File: config.mk
export PLATFORM = sky130hd
export DESIGN_NAME = conv_unit
export DESIGN_NICKNAME = d
export VERILOG_FILES = /design/src/rtl/conv_unit.sv
export SDC_FILE = /design/constraint.sdc
export NUM_CORES = 1
export LEC_CHECK = 0
export CAP_MARGIN = 10
export CORE_AREA = 10 10 201 203
export DETAILED_ROUTE_END_ITERATION = 16
export DIE_AREA = 0 0 211 213
export PLACE_DENSITY = 0.9
export SLEW_MARGIN = 20
export SYNTH_ARGS = -nofsm -noshare
export SYNTH_HDL_FRONTEND = slang
export SYNTH_SLANG_ARGS = --single-unit
export TNS_END_PERCENT = 30
File: constraint.sdc
create_clock -name clk -period 12.3 [get_ports clk]
set_input_delay 1.23 -clock clk [delete_from_list [all_inputs] [get_ports clk]]
set_output_delay 1.23 -clock clk [all_outputs]
set_load 0.01 [all_outputs]
File: src/rtl/conv_unit.sv
// Multi-cycle WebAssembly conversion unit: wrap, extend, reinterpret and float->int truncation.
// Optional `define CONV_TRUNC_SAT_EN adds the 0xFC 0x00-0x07 saturating truncations.
module conv_unit #(
  parameter int USE_64B    = 1,
  parameter int SHIFT_STEP = 8
) (
  input  logic        clk,
  input  logic        reset,
  input  logic        start,
  input  logic [8:0]  op,
  input  logic [63:0] in_data,
  input  logic [1:0]  in_type,
  output logic        busy,
  output logic        done,
  output logic [63:0] out_data,
  output logic [1:0]  out_type,
  output logic [3:0]  trap
);
  // Type and trap encodings shared with the cpu; bit 0 of a type marks a 64-bit type.
  localparam logic [1:0] T_I32 = 2'd0, T_I64 = 2'd1, T_F32 = 2'd2, T_F64 = 2'd3;
  localparam logic [3:0] TRAP_NONE         = 4'd0;
  localparam logic [3:0] TRAP_UNKNOWN_OP   = 4'd1;
  localparam logic [3:0] TRAP_INVALID_TYPE = 4'd2;
  localparam logic [3:0] TRAP_INT_OVERFLOW = 4'd3;
  localparam logic [3:0] TRAP_INVALID_CONV = 4'd4;
  localparam logic [3:0] TRAP_NO_64B       = 4'd5;
  localparam logic [6:0] STEP = 7'(SHIFT_STEP);

  typedef enum logic [2:0] {
    S_IDLE, S_DECODE, S_UNPACK, S_SHIFT, S_CHECK, S_FINISH
  } state_t;

  state_t      state_q;
  logic [8:0]  op_q;
  logic [63:0] data_q;
  logic [1:0]  type_q;
  logic [63:0] mag_q, res_q;
  logic [6:0]  cnt_q;
  logic        left_q, sign_q, nan_q, ovf_q;
  logic [1:0]  rtype_q;
  logic [3:0]  trp_q;
  logic        busy_q, done_q;
  logic [63:0] out_data_q;
  logic [1:0]  out_type_q;
  logic [3:0]  trap_q;

  // Op decode, evaluated on the latched op for the whole operation
  logic        dc_known, dc_trunc, dc_sat, dc_uns;
  logic [1:0]  dc_src, dc_dst;
  logic [2:0]  tr_idx;
  logic [63:0] dc_res;

  always_comb begin
    dc_known = 1'b1;
    dc_trunc = 1'b0;
    dc_sat   = 1'b0;
    dc_uns   = 1'b0;
    dc_src   = T_I32;
    dc_dst   = T_I32;
    tr_idx   = 3'd0;
    dc_res   = '0;
    case (op_q)
      9'h0A7: begin dc_src = T_I64; dc_dst = T_I32; dc_res = {32'h0, data_q[31:0]}; end
      9'h0AC: begin dc_src = T_I32; dc_dst = T_I64; dc_res = {{32{data_q[31]}}, data_q[31:0]}; end
      9'h0AD: begin dc_src = T_I32; dc_dst = T_I64; dc_res = {32'h0, data_q[31:0]}; end
      9'h0BC: begin dc_src = T_F32; dc_dst = T_I32; dc_res = {32'h0, data_q[31:0]}; end
      9'h0BD: begin dc_src = T_F64; dc_dst = T_I64; dc_res = data_q; end
      9'h0BE: begin dc_src = T_I32; dc_dst = T_F32; dc_res = {32'h0, data_q[31:0]}; end
      9'h0BF: begin dc_src = T_I64; dc_dst = T_F64; dc_res = data_q; end
      // tr_idx = {dst64, src_f64, unsigned}
      9'h0A8, 9'h0A9, 9'h0AA, 9'h0AB: begin
        dc_trunc = 1'b1;
        tr_idx   = {1'b0, op_q[1:0]};
      end
      9'h0AE, 9'h0AF, 9'h0B0, 9'h0B1: begin
        dc_trunc = 1'b1;
        tr_idx   = {1'b1, op_q[1:0] + 2'd2};
      end
`ifdef CONV_TRUNC_SAT_EN
      9'h100, 9'h101, 9'h102, 9'h103, 9'h104, 9'h105, 9'h106, 9'h107: begin
        dc_trunc = 1'b1;
        dc_sat   = 1'b1;
        tr_idx   = op_q[2:0];
      end
`endif
      default: dc_known = 1'b0;
    endcase
    if (dc_trunc) begin
      dc_src = tr_idx[1] ? T_F64 : T_F32;
      dc_dst = tr_idx[2] ? T_I64 : T_I32;
      dc_uns = tr_idx[0];
    end
  end

  logic dc_uses64;
  assign dc_uses64 = dc_src[0] | dc_dst[0];

  // Float field split; man carries the hidden bit, sh aligns its LSB to the binary point
  logic               f64_src, exp_max, frac_nz;
  logic [52:0]        man;
  logic signed [12:0] e_unb, sh;
  logic [6:0]         sh_abs;

  assign f64_src = dc_src[0];

  always_comb begin
    if (f64_src) begin
      exp_max = &data_q[62:52];
      frac_nz = |data_q[51:0];
      man     = {1'b1, data_q[51:0]};
      e_unb   = $signed({2'b0, data_q[62:52]}) - 13'sd1023;
      sh      = e_unb - 13'sd52;
    end else begin
      exp_max = &data_q[30:23];
      frac_nz = |data_q[22:0];
      man     = {29'h0, 1'b1, data_q[22:0]};
      e_unb   = $signed({5'b0, data_q[30:23]}) - 13'sd127;
      sh      = e_unb - 13'sd23;
    end
    sh_abs = sh[12] ? 7'(-sh) : 7'(sh);
  end

  logic [6:0] step;
  assign step = (cnt_q > STEP) ? STEP : cnt_q;

  // Range check on the aligned integer magnitude
  logic [63:0] max_pos, neg_lim, mag_neg, chk_res, sat_res;
  logic        chk_ovf;

  always_comb begin
    if (dc_dst[0]) max_pos = dc_uns ? 64'hFFFF_FFFF_FFFF_FFFF : 64'h7FFF_FFFF_FFFF_FFFF;
    else           max_pos = dc_uns ? 64'h0000_0000_FFFF_FFFF : 64'h0000_0000_7FFF_FFFF;
    neg_lim = dc_uns ? 64'd0 : max_pos + 64'd1;
    chk_ovf = ovf_q | (sign_q ? (mag_q > neg_lim) : (mag_q > max_pos));
    mag_neg = sign_q ? (~mag_q + 64'd1) : mag_q;
    chk_res = dc_dst[0] ? mag_neg : {32'h0, mag_neg[31:0]};
    if (!sign_q)    sat_res = max_pos;
    else if (dc_uns) sat_res = 64'd0;
    else            sat_res = dc_dst[0] ? 64'h8000_0000_0000_0000 : 64'h0000_0000_8000_0000;
  end

  always_ff @(posedge clk or posedge reset) begin
    if (reset) begin
      state_q    <= S_IDLE;
      op_q       <= '0;
      data_q     <= '0;
      type_q     <= T_I32;
      mag_q      <= '0;
      res_q      <= '0;
      cnt_q      <= '0;
      left_q     <= 1'b0;
      sign_q     <= 1'b0;
      nan_q      <= 1'b0;
      ovf_q      <= 1'b0;
      rtype_q    <= T_I32;
      trp_q      <= TRAP_NONE;
      busy_q     <= 1'b0;
      done_q     <= 1'b0;
      out_data_q <= '0;
      out_type_q <= T_I32;
      trap_q     <= TRAP_NONE;
    end else begin
      done_q <= 1'b0;
      case (state_q)
        S_IDLE: if (start) begin
          op_q    <= op;
          data_q  <= in_data;
          type_q  <= in_type;
          busy_q  <= 1'b1;
          state_q <= S_DECODE;
        end
        S_DECODE: begin
          res_q   <= '0;
          mag_q   <= '0;
          nan_q   <= 1'b0;
          ovf_q   <= 1'b0;
          sign_q  <= f64_src ? data_q[63] : data_q[31];
          rtype_q <= dc_known ? dc_dst : T_I32;
          trp_q   <= TRAP_NONE;
          state_q <= S_FINISH;
          if (!dc_known)                    trp_q <= TRAP_UNKNOWN_OP;
          else if (type_q != dc_src)        trp_q <= TRAP_INVALID_TYPE;
          else if (USE_64B == 0 && dc_uses64) trp_q <= TRAP_NO_64B;
          else if (!dc_trunc)               res_q <= dc_res;
          else                              state_q <= S_UNPACK;
        end
        S_UNPACK: begin
          state_q <= S_CHECK;
          // Inf and anything >= 2^64 overflow every target, so they skip the shifter
          if (exp_max) begin
            nan_q <= frac_nz;
            ovf_q <= ~frac_nz;
          end else if (e_unb >= 13'sd64) begin
            ovf_q <= 1'b1;
          end else if (!e_unb[12]) begin
            mag_q <= {11'h0, man};
            if (sh != 13'sd0) begin
              left_q  <= ~sh[12];
              cnt_q   <= sh_abs;
              state_q <= S_SHIFT;
            end
          end
        end
        S_SHIFT: begin
          mag_q <= left_q ? (mag_q << step) : (mag_q >> step);
          cnt_q <= cnt_q - step;
          if (cnt_q == step) state_q <= S_CHECK;
        end
        S_CHECK: begin
          state_q <= S_FINISH;
          res_q   <= '0;
          trp_q   <= TRAP_NONE;
          if (nan_q) begin
            if (!dc_sat) trp_q <= TRAP_INVALID_CONV;
          end else if (chk_ovf) begin
            if (dc_sat) res_q <= sat_res;
            else        trp_q <= TRAP_INT_OVERFLOW;
          end else begin
            res_q <= chk_res;
          end
        end
        S_FINISH: begin
          out_data_q <= res_q;
          out_type_q <= rtype_q;
          trap_q     <= trp_q;
          done_q     <= 1'b1;
          busy_q     <= 1'b0;
          state_q    <= S_IDLE;
        end
        default: state_q <= S_IDLE;
      endcase
    end
  end

  assign busy     = busy_q;
  assign done     = done_q;
  assign out_data = out_data_q;
  assign out_type = out_type_q;
  assign trap     = trap_q;

endmodule

==> run summary <==
Ant. Diodes: 0
Pwr Density: 268 nW/um^2
Synth top area share: 34.1%
Iter 0 DRT Violations: 3532
fin crit share: 39.7%
layout cells sized above 1: 8.25%
GP Congestion: 1.05
Leak: 10.3 nW
First-pass DRT Iterations: 6
Max IR drop VDD: 288 uV
multi-input logic area: 13000 sq um
routed len/inst: 25.6 microns
I/O pins: 150
largest net degree at the start of global routing: 189
Reg area: 7330 sq um
run status: complete, no violations
final setup vio count: 0
Final WS setup: 7.42 ns
total power: 6.41 mW
Avg Inst Size Synth: 8.28 sq um
Post-Place Cells: 2977
WL final: 77900 microns
Area Overhead vs Synth: 11.3%
first-pass GRT wire length: 119000 microns
clock sinks: 293
Placement Setup Slack: 7.53 ns
Worst-Skew Late Latency: 0.54 ns
clock root buffer: clkbuf_16
PortBufs: 148
Cell Area, Placed: 22800 sq um
Vias: 21400
max-slew violation count: 0
H-Tree Depth: 2
Final ANT Viol Nets: 0
die extent in y: 213 microns
final cell count without fillers: 3037
Synth cell types: 87
Initial Util: 59.3%
Yosys reg bits: 293
Post-CTS Resized: 0
Die X: 211 microns
hold crit path type: reg -> reg
Clock Pin Slew Worst Setup and Hold Paths: 0.06 ns
hold_buf cts: 0
Tmin final: 4.88 ns
GRT Residual Overflow: 0
critical path fanouts, max: 32
register area share after synthesis: 34.1%
Max Cap Violations: 0
number of global-route vias before repair: 20100
Final Hold Fails: 0
crit path DAT: 5.32 ns
hpwl dp: 55000 microns
Rows: 70
crit path capture type: flip-flop
vias per cell: 7.03
RSZ-0062 raised after global routing: false
Post-Syn Instances: 2598
WP data required: 12.74 ns
fmax: 205 MHz
synth top area cells: dfrtp_1, mux2i_1, nand2_1
Design Area, Final: 23900 sq um
GRT Resource Usage Total: 33.7%
antenna violations before repair: 1
Nets: 2667
fraction of registers with async set/reset: 100%
Max Clock Skew: 0.0128 ns
postcts setup bufs: 0
CTS tree: built
final setup TNS: 0 ns
worst slew pin tran: 1.20 ns
area leader, netlist: dfrtp_1
critical path class: reg -> reg
CP Launch Type: flip-flop
DIE AREA: 44900 sq um
number of synthesized flops with an enable pin: 0
final-layout fill cell count: 2932
DRC viols: 0
Core ar.: 36300 sq um
CTS Buf Count: 34
Slew HR: 19.9%
total number of yosys warnings: 0
Clock Tree Buf Depth: 3
Mapped Area: 21500 sq um
Synth Flop Type: dfrtp_1
## path summary, 6_finish.rpt
| check | startpoint | end | slack [ns] | cells after the start |
|---|---|---|---|---|
| setup / recovery | op_q[3]$_DFFE_PP0P_ | res_q[56]$_DFFE_PP0P_ | 7.42 | 14 |
| hold / removal | out_data[1]$_DFFE_PP0P_ | out_data[1]$_DFFE_PP0P_ | 0.47 | 2 |
| setup reg to reg | op_q[3]$_DFFE_PP0P_ | res_q[56]$_DFFE_PP0P_ | 7.42 | 14 |
| hold reg to reg | out_data[1]$_DFFE_PP0P_ | out_data[1]$_DFFE_PP0P_ | 0.47 | 2 |
| max in group asynchronous | reset | cnt_q[2]$_DFFE_PP0P_ | 9.32 | 3 |
| min in group asynchronous | reset | busy$_DFFE_PP0P_ | 1.30 | 2 |
## flip-flops by register name (all words and copies together) (netlist names), 3 cells and up
signal	cells
cnt_q	7
data_q	64
mag_q	64
op_q	9
out_data	64
res_q	64
state_q	3
trap	3
trp_q	3
## per-layer routing
metal  GRT usage (%)  wire length [microns]  part of all wire [%]  up-vias
met2            49.3                  33100                    43     1538
met4            13.2                   3120                   4.0        2
met1            46.2                  31100                    40    10300
met5               0                      8                 0.010        -
met3            9.31                  10500                    13      232
li1                -                      -                     -     9312
## cell families after synthesis
family                   Yosys count  share of synthesized area (%)
AND/OR/NAND/NOR                  787                           17.2
XOR/XNOR                          93                           3.79
other                              2                         0.0349
flip-flops                       293                           34.1
buffers and inverters            295                           5.56
AO/OA/AOI/OAI                    826                           24.0
multiplexers                     257                           12.7
adder cells (fa/ha/maj)           45                           2.61
## critical path: stages (launching register included)
cell and delay [ns]:
dfrtp_1 0.50, or3b_1 0.47, nor2_1 0.15, o21a_1 0.28, inv_1 0.54, ha_1 0.55
a41oi_1 0.22, o21ai_0 0.14, a221oi_1 0.31, o21ai_0 0.13, a221o_1 0.36, a21oi_1 0.14
a211o_1 0.26, nand4_4 0.41, o21ai_1 0.30
## cell usage in the layout, fill, tap and decap left out, types with 7 or more instances in the layout
| cell | n |
|---|---|
| a211oi_1 | 80 |
| a21o_1 | 22 |
| a21oi_1 | 161 |
| a221oi_1 | 13 |
| a22oi_1 | 33 |
| a2bb2oi_1 | 16 |
| a31oi_1 | 8 |
| and3_1 | 9 |
| buf_4 | 33 |
| clkbuf_1 | 8 |
| clkbuf_16 | 34 |
| clkdlybuf4s50_1 | 148 |
| dfrtp_1 | 291 |
| ha_1 | 44 |
| inv_1 | 17 |
| mux2_2 | 74 |
| mux2i_1 | 178 |
| nand2_1 | 388 |
| nand2b_1 | 23 |
| nand3_1 | 20 |
| nand3b_1 | 53 |
| nand4_1 | 24 |
| nor2_1 | 152 |
| nor2b_1 | 7 |
| nor3_1 | 26 |
| nor4_1 | 15 |
| o211ai_1 | 52 |
| o21ai_0 | 265 |
| o21ai_1 | 62 |
| o22ai_1 | 8 |
| o31ai_1 | 30 |
| o41ai_1 | 8 |
| or3_1 | 17 |
| or4_1 | 10 |
| xnor2_1 | 23 |
| xor2_1 | 70 |
## cells in the mapped netlist (44+ instances only)
cell        n
o21ai_0   265
a211oi_1   80
nand2_1   389
nor2_1    155
dfrtp_1   293
o21ai_1    62
nand3b_1   53
clkbuf_1  217
a21oi_1   162
mux2_2     74
o211ai_1   52
ha_1       44
mux2i_1   178
xor2_1     70
## per-stage QoR
step	hold slack [ns]	util [%]
2_1_floorplan	0.439	-
3_3_place_gp	0.451	62.9
3_5_place_dp	0.458	62.9
4_1_cts	0.471	66.0
5_1_grt	0.494	66.0
6_report	0.469	66.0
## power breakdown
group | leakage [nW] | switching (mW) | internal (mW)
logic | 5.93 | 2.21 | 1.32
clock network | 0.555 | 0.427 | 0.618
registers | 3.86 | 0.600 | 1.23
## cell type report
class	instances	share of cell area [%]
inverter	22	0.381
sequential	293	30.6
tap	468	2.45
clock inverter	15	0.857
clock buffer	45	3.85
multi-input combinational	2011	54.5
timing repair buffer	183	7.35
No activity file was read; power rests on OpenSTA's default activity.
